File: src/rtl/show_rect_draw.sv
// Rectangle outline rasteriser: walks top, bottom, left, right edges
// one pixel per cycle and emits overlay-RAM writes inside a row window.
module show_rect_draw #(
  parameter int L_W = 8
) (
  input  logic             sys_clk,
  input  logic             sys_rst_n,
  input  logic             i_start,
  input  logic [L_W-1:0]   i_x1,
  input  logic [L_W-1:0]   i_y1,
  input  logic [L_W-1:0]   i_x2,
  input  logic [L_W-1:0]   i_y2,
  input  logic [2:0]       i_color,
  input  logic [L_W-1:0]   i_ys,
  input  logic [L_W-1:0]   i_ye,
  output logic             o_wr_en,
  output logic [2*L_W-1:0] o_wr_addr,
  output logic [2:0]       o_wr_data,
  output logic             o_busy,
  output logic             o_done
);

  typedef enum logic [2:0] {
    IDLE, TOP, BOTTOM, LEFT, RIGHT, DONE
  } state_t;

  localparam logic [L_W-1:0] ONE = L_W'(1);
  localparam logic [L_W-1:0] TWO = L_W'(2);

  state_t state, nstate;

  logic [L_W-1:0] xl, xr, yt, yb;
  logic [L_W-1:0] ys, ye;
  logic [2:0]     color;
  logic [L_W-1:0] x, y;
  logic [L_W-1:0] nx, ny;
  logic           step;

  logic [L_W-1:0] in_xl, in_xr;
  logic [L_W-1:0] in_yt, in_yb;
  logic           in_empty;

  logic [L_W-1:0] win_ys, win_ye;
  logic [2:0]     win_color;
  logic           in_win, wr_d;

  logic has_bot, has_side, has_right;

  assign in_xl = (i_x1 < i_x2) ? i_x1 : i_x2;
  assign in_xr = (i_x1 < i_x2) ? i_x2 : i_x1;
  assign in_yt = (i_y1 < i_y2) ? i_y1 : i_y2;
  assign in_yb = (i_y1 < i_y2) ? i_y2 : i_y1;

  assign in_empty = (i_x1 == '0) && (i_y1 == '0)
                 && (i_x2 == '0) && (i_y2 == '0);

  assign has_bot   = (yb != yt);
  assign has_side  = ((yb - yt) >= TWO);
  assign has_right = has_side && (xr != xl);

  // The first pixel is issued from IDLE, before the window is latched.
  assign win_ys    = (state == IDLE) ? i_ys : ys;
  assign win_ye    = (state == IDLE) ? i_ye : ye;
  assign win_color = (state == IDLE) ? i_color : color;

  always_comb begin
    nstate = state;
    nx     = x;
    ny     = y;
    step   = 1'b0;
    unique case (state)
      IDLE: begin
        if (i_start) begin
          if (in_empty) begin
            nstate = DONE;
          end else begin
            nstate = TOP;
            nx     = in_xl;
            ny     = in_yt;
            step   = 1'b1;
          end
        end
      end
      TOP: begin
        if (x != xr) begin
          nx   = x + ONE;
          step = 1'b1;
        end else if (has_bot) begin
          nstate = BOTTOM;
          nx     = xl;
          ny     = yb;
          step   = 1'b1;
        end else begin
          nstate = DONE;
        end
      end
      BOTTOM: begin
        if (x != xr) begin
          nx   = x + ONE;
          step = 1'b1;
        end else if (has_side) begin
          nstate = LEFT;
          nx     = xl;
          ny     = yt + ONE;
          step   = 1'b1;
        end else begin
          nstate = DONE;
        end
      end
      LEFT: begin
        if (y != yb - ONE) begin
          ny   = y + ONE;
          step = 1'b1;
        end else if (has_right) begin
          nstate = RIGHT;
          nx     = xr;
          ny     = yt + ONE;
          step   = 1'b1;
        end else begin
          nstate = DONE;
        end
      end
      RIGHT: begin
        if (y != yb - ONE) begin
          ny   = y + ONE;
          step = 1'b1;
        end else begin
          nstate = DONE;
        end
      end
      DONE:    nstate = IDLE;
      default: nstate = IDLE;
    endcase
  end

  assign in_win = (ny >= win_ys) && (ny <= win_ye);
  assign wr_d   = step && in_win;

  always_ff @(posedge sys_clk or negedge sys_rst_n) begin
    if (!sys_rst_n) begin
      state     <= IDLE;
      x         <= '0;
      y         <= '0;
      xl        <= '0;
      xr        <= '0;
      yt        <= '0;
      yb        <= '0;
      ys        <= '0;
      ye        <= '0;
      color     <= '0;
      o_wr_en   <= 1'b0;
      o_wr_addr <= '0;
      o_wr_data <= '0;
      o_busy    <= 1'b0;
      o_done    <= 1'b0;
    end else begin
      state   <= nstate;
      x       <= nx;
      y       <= ny;
      o_wr_en <= wr_d;
      o_busy  <= (nstate != IDLE);
      o_done  <= (nstate == DONE);
      if (wr_d) begin
        o_wr_addr <= {ny, nx};
        o_wr_data <= win_color;
      end
      if (state == IDLE && i_start) begin
        xl    <= in_xl;
        xr    <= in_xr;
        yt    <= in_yt;
        yb    <= in_yb;
        ys    <= i_ys;
        ye    <= i_ye;
        color <= i_color;
      end
    end
  end

endmodule

File: config.mk
export PLATFORM = sky130hd
export DESIGN_NAME = show_rect_draw
export DESIGN_NICKNAME = d
export VERILOG_FILES = /design/src/rtl/show_rect_draw.sv
export SDC_FILE = /design/constraint.sdc
export NUM_CORES = 1
export LEC_CHECK = 0
export BUFFER_PORTS_ARGS = -buffer_cell sky130_fd_sc_hd__buf_4
export CORE_MARGIN = 5
export CORE_UTILIZATION = 45
export DETAILED_ROUTE_END_ITERATION = 10
export PLACE_DENSITY_LB_ADDON = 0.2
export SETUP_SLACK_MARGIN = 0.05
export SYNTH_ARGS = -nofsm -noshare
export SYNTH_HDL_FRONTEND = slang
export SYNTH_SLANG_ARGS = --single-unit
File: constraint.sdc
create_clock -name sys_clk -period 6.7 [get_ports sys_clk]
set_input_delay 0 -clock sys_clk [delete_from_list [all_inputs] [get_ports sys_clk]]
set_output_delay 0 -clock sys_clk [all_outputs]
set_load 0.005 [all_outputs]
* Yosys cells after proc, flatten, opt, wreduce, memory -nomap -nowiden *
Cells that the tools add are included.

word-level totals
  bits in registers = 92
  bits of input ports = 54
  output and inout bits = 22
  word-level logic and storage cells = 93

cells by class
  add/subtract/negate cells = 5
  magnitude comparators = 5
  eq/ne operators = 9
  muxes and demuxes = 46
  reductions and logical operators = 13

operator list
  kind                                                                    count
  8-bit two-way mux                                                       23
  8-bit case mux with 5 select lines                                      1
  8-bit logical NOT                                                       4
  8-bit != test                                                           4
  8-bit case mux with 4 select lines                                      1
  3-bit two-way mux                                                       9
  8-bit by 1-bit adder with 8-bit output (second input constant)          3
  8-bit less-than comparator                                              2
  3-bit case mux with 5 select lines                                      1
  1-bit two-way mux                                                       10
  8-bit by 2-bit >= comparator with 1-bit output (second input constant)  1
  8-bit >= comparator                                                     1
  8-bit <= comparator                                                     1
  8-bit by 1-bit subtractor with 8-bit output (second input constant)     1
  8-bit subtractor                                                        1
  1-bit logical AND                                                       7
  3-bit by 2-bit equality test with 1-bit output (second input constant)  2
  3-bit equality test (second input constant)                             2
  1-bit case mux with 5 select lines                                      1
  3-bit by 1-bit equality test with 1-bit output (second input constant)  1
  3-bit logical NOT                                                       1
  3-bit nonzero test                                                      1

* Depth between registers and ports, before layout *
  word-level depth = 10
  mapped depth = 27
  depth with buffers taken out = 23

* Least setup slack after synthesis *
Ideal clock, no wire load.

  kind = flip-flop to flip-flop
  start = register yb[0]
  end = register o_wr_addr[3]
  setup time = 0.125 ns
  arrival = 4.872 ns
  data required time = 6.575 ns
  path slack = 1.703 ns
  stages on the path, launching flop included = 27
  path buffers = 3
  period minus slack after synthesis = 4.997 ns
  path through = dfrtp_1 > buf_6 > inv_1 > ha_1 > inv_1 > fa_1 > xor2_1 > a21o_1 > nor4_2 > o2111a_2 > nor2_4 > buf_2 > a211oi_1 > a211oi_1 > a2111oi_2 > o211a_1 > ha_1 > nand2b_1 > a21o_1 > a21o_1 > a21o_1 > a21oi_1 > o21ai_0 > o211ai_1 > inv_1 > buf_2 > mux2_4

on the way
  word-level cells in the longest chain between the ends = 9
  elaborated cells between the ends (all ways) = 33
  classes of those cells = add/sub: 2; order compare: 3; eq/ne: 2; mux: 23; reduce/logical: 3

ends and longest elaborated chain
  item                                                               line  text
  start, declared                                                    32    logic [L_W-1:0] xl, xr, yt, yb;
  start signal, assigned                                             171   yb <= in_yb;
  8-bit subtractor                                                   58    assign has_side = ((yb - yt) >= TWO);
  8-bit by 2-bit >= comparator with 1-bit output                     58
  1-bit logical AND                                                  59    assign has_right = has_side && (xr != xl);
  8-bit two-way mux                                                  114   end else if (has_right) begin
  8-bit two-way mux                                                  111   if (y != yb - ONE) begin
  8-bit case mux with 5 select lines                                 71    unique case (state)
  8-bit >= comparator / 8-bit <= comparator (equally long branches)  136   assign in_win = (ny >= win_ys) && (ny <= win_ye);
  1-bit logical AND                                                  136
  1-bit logical AND (*)                                              137   assign wr_d = step && in_win;
  net wr_d                                                           45    logic in_win, wr_d;
  end signal, assigned                                               164   o_wr_addr <= {ny, nx};
  end, declared                                                      17    output logic [2*L_W-1:0] o_wr_addr,

Mark *: on every way through the listed nets, which the timed path passes. The rest lies on a longest branch.
A chain may end at the register's enable or synchronous reset.

* Worst setup path in the final report *
  start = register yb[0]
  end = register o_wr_addr[6]

on the way
  word-level cells in the longest chain between the ends = 9
  elaborated cells between the ends (all ways) = 33
  classes of those cells = add/sub: 2; order compare: 3; eq/ne: 2; mux: 23; reduce/logical: 3

ends and longest elaborated chain
  item                                                               line
  8-bit subtractor                                                   58
  8-bit by 2-bit >= comparator with 1-bit output                     58
  1-bit logical AND                                                  59
  8-bit two-way mux                                                  114
  8-bit two-way mux                                                  111
  8-bit case mux with 5 select lines                                 71
  8-bit >= comparator / 8-bit <= comparator (equally long branches)  136
  1-bit logical AND                                                  136
  1-bit logical AND                                                  137

Parallel ways exist; a longest one is shown, timed or not.

==> flow_metrics.env <==
export IMPL_initial_core_util_pct=45.7
export IMPL_drc=0
export IMPL_grt_max_degree=67
export IMPL_synthSimpleGateAreaFrac_pct=19.1
export IMPL_synthTopCellsByArea="dfrtp_1 32%, mux2i_1 8.2%, nand2_1 7.5%, ha_1 7.3%, o21ai_0 5.3%"
export IMPL_drt_iter0_markers=620
export IMPL_routed_wl_mm=21.1
export IMPL_ir_drop_mv=0.144
export IMPL_grt_overflow=0
export IMPL_pin_count=76
export IMPL_antenna_found_initial=0
export IMPL_synth_area_um2=7230
export IMPL_synth_edf_count=0
export IMPL_worst_skew_pair_late_latency_ns=0.36
export IMPL_root_buffer="clkbuf_16"
export IMPL_criticalPathCategory="reg -> reg"
export IMPL_yosys_area_top_type="dfrtp_1"
export IMPL_synth_distinct_cells=76
export IMPL_maxCapViolCount=0
export IMPL_failed_checks="negative hold slack"
export IMPL_regMostFlops="o_wr_addr"
export IMPL_slew_headroom_pct=24.4
export IMPL_status="finished, violations left"
export IMPL_final_common_cell="nand2_1"
export IMPL_pre_cts_slack_ns=0.839
export IMPL_synth_xor_area_share_pct=4.71
export IMPL_die_height_um=137
export IMPL_clock_path_buffers=2
export IMPL_dr_total_vias=6661
export IMPL_syn_num_nets=953
export IMPL_core_um2=15800
export IMPL_fin_cells=1160
export IMPL_dp_hpwl_mm=15.6
export IMPL_nets=1036
export IMPL_worst_pin_slew_ns=1.13
export IMPL_area_growth_pct=18.9
export IMPL_avgSynthCellArea_um2=8.45
export IMPL_cp_required_ns=6.94
export IMPL_powerDensity_nw_per_um2=148
export IMPL_numCtsBuffers=9
export IMPL_period_share_pct=88.2
export IMPL_first_global_vias=6457
export IMPL_crit_arrival_ns=6.15
export IMPL_place_congestion=0.953
export IMPL_leakagePower_nw=3.77
export IMPL_clock_skew_ns=0.00839
export IMPL_clkTransAtPathRegs_ns=0.07
export IMPL_power_total_mw=1.28
export IMPL_critPathLaunchType="register"
export IMPL_rsz0062_at_grt="false"
export IMPL_post_drt_wl_per_cell_um=18.2
export IMPL_synth_ff_type="dfrtp_1"
export IMPL_cts_setup_buffers=0
export IMPL_antenna_cells=0
export IMPL_clock_sinks=92
export IMPL_rows=46
export IMPL_nFillCells=1506
export IMPL_yosys_warnings=0
export IMPL_reg2regPathDepth=23
export IMPL_gr_usage_all_layers_pct=23.3
export IMPL_min_path_type="in -> reg"
export IMPL_grt_pass1_wl_mm=34.4
export IMPL_fin_crit_ns=5.91
export IMPL_critPathCaptureType="register"
export IMPL_final_cell_mix="144 x nand2_1, 92 x dfrtp_1, 86 x buf_4, 77 x o21ai_0, 59 x mux2i_1"
export IMPL_max_freq_mhz=169
export IMPL_vias_per_cell=5.74
export IMPL_final_hold_viol_count=2
export IMPL_synth_compound_area_share_pct=21.1
export IMPL_setup_viol=0
export IMPL_async_reset_ff_share_pct=100
export IMPL_synthCells=856
export IMPL_largest_reg_flops=16
export IMPL_cts_tree="yes"
export IMPL_ant_nets=0
export IMPL_worstPathMaxFanout=20
export IMPL_drt_pass1_iterations=6
export IMPL_yosysSeqAreaShare_pct=31.8
export IMPL_synth_top_family_by_area="compound AO/OA/AOI/OAI gates"
export IMPL_io_buffers=75
export IMPL_synth_top_cell_area_share_pct=31.8
export IMPL_yosys_area_share_adder_pct=7.55
export IMPL_fin_setup_tns_ns=0
export IMPL_die_area_um2=18700
export IMPL_drive_gt1_share_pct=14.6
export IMPL_finalWorstSetupSlack_ns=0.791
export IMPL_dp_cells=1105
export IMPL_die_w_um=137
export IMPL_hold_ws_ns=-0.00620
export IMPL_maxSlewViolCount=0
export IMPL_holdPathStages=3
export IMPL_final_util_pct=54.3
export IMPL_cts_max_level=3
export IMPL_synth_seq_cells=92
export IMPL_muxShareOfSynthArea_pct=10.2
synth_stat cells (4+ instances only):
cell	count
buf_6	4
a21o_1	12
nand4_1	7
xnor2_1	20
mux2_4	4
clkbuf_1	32
a31oi_1	9
nand3b_1	4
nand2_1	145
a211o_1	6
ha_1	42
mux2i_1	59
o221ai_1	9
mux2_2	8
o211ai_1	5
dfrtp_1	92
nor4_1	10
nand2b_1	10
o22ai_1	7
nor2b_1	5
nor3_1	14
buf_2	13
a21oi_1	46
o21a_1	7
nor2_1	36
nand3_1	19
xor2_1	17
inv_1	37
o21ai_0	77
and3_1	11
and2_1	5
a211oi_1	10
a22oi_1	4
or3_1	7
cell type report:
cell class,count,area [um2],share of cell area [%]
multi-input combinational,674,4550,52.9
tap,216,270,3.14
clock inverter,6,71.3,0.830
inverter,37,139,1.62
sequential,92,2300,26.8
clock buffer,10,229,2.66
timing repair buffer,125,1040,12.1
path summary, 6_finish.rpt:
kind / start / end / slack (ns)
max: yb[0] / o_wr_addr[6] / 0.79
min: i_y2[6] / yb[6] / -0.006
max reg2reg: yb[0] / o_wr_addr[6] / 0.79
min reg2reg: color[2] / color[2] / 0.48
max in group asynchronous: sys_rst_n / xl[7] / 5.44
min in group asynchronous: sys_rst_n / color[1] / 0.10
per-layer routing:
| metal | wire length (um) | GRT usage [%] | up-vias |
|---|---|---|---|
| li1 | - | - | 3248 |
| met1 | 9490 | 32.4 | 3168 |
| met2 | 10000 | 37.3 | 206 |
| met3 | 1160 | 4.01 | 39 |
| met4 | 461 | 6.49 | 0 |
| met5 | 0 | 0 | - |
per-stage QoR:
stage / area (um2) / hold slack (ns)
floorplan: 7230 / -0.296
global placement: 7910 / -0.0640
detailed placement: 7910 / -0.0580
CTS: 8600 / 0.00110
global route: 8600 / 0.0164
finish: 8600 / -0.00620
worst max-delay path, stage by stage (launching register included):
cell and delay, ns:
dfrtp_1 0.50, inv_1 0.15, ha_1 0.15, inv_1 0.05, fa_1 0.40, nand3_1 0.13
a221oi_1 0.08, a31o_2 0.24, o2111a_2 0.28, nor2_1 0.71, a211oi_1 0.20, a2111oi_2 0.48
o211a_1 0.28, ha_1 0.24, nand2b_1 0.14, a21o_1 0.17, a21o_1 0.17, a21o_1 0.17
a21oi_1 0.14, o21ai_0 0.10, o211ai_1 0.09, buf_4 0.25, inv_1 0.28, mux2_4 0.37
cells by family after synthesis:
group / count (synthesis)
mux: 71
compound gates: 232
fa+ha+maj: 43
xor+xnor: 38
simple gates: 290
flops: 92
buf+inv: 90
report_power, final:
part / internal, mW / leakage (nW) / switching (mW)
Combinational: 0.0912 / 2.47 / 0.0854
Sequential: 0.565 / 1.16 / 0.00704
Clock: 0.293 / 0.140 / 0.236
what timing repair did:
action / in CTS / in global routing
endpoints found under the hold margin: 58 / 0
resized for setup: 0 / 0
hold buffers: 39 / 0
(Power assumes the default switching activity.)
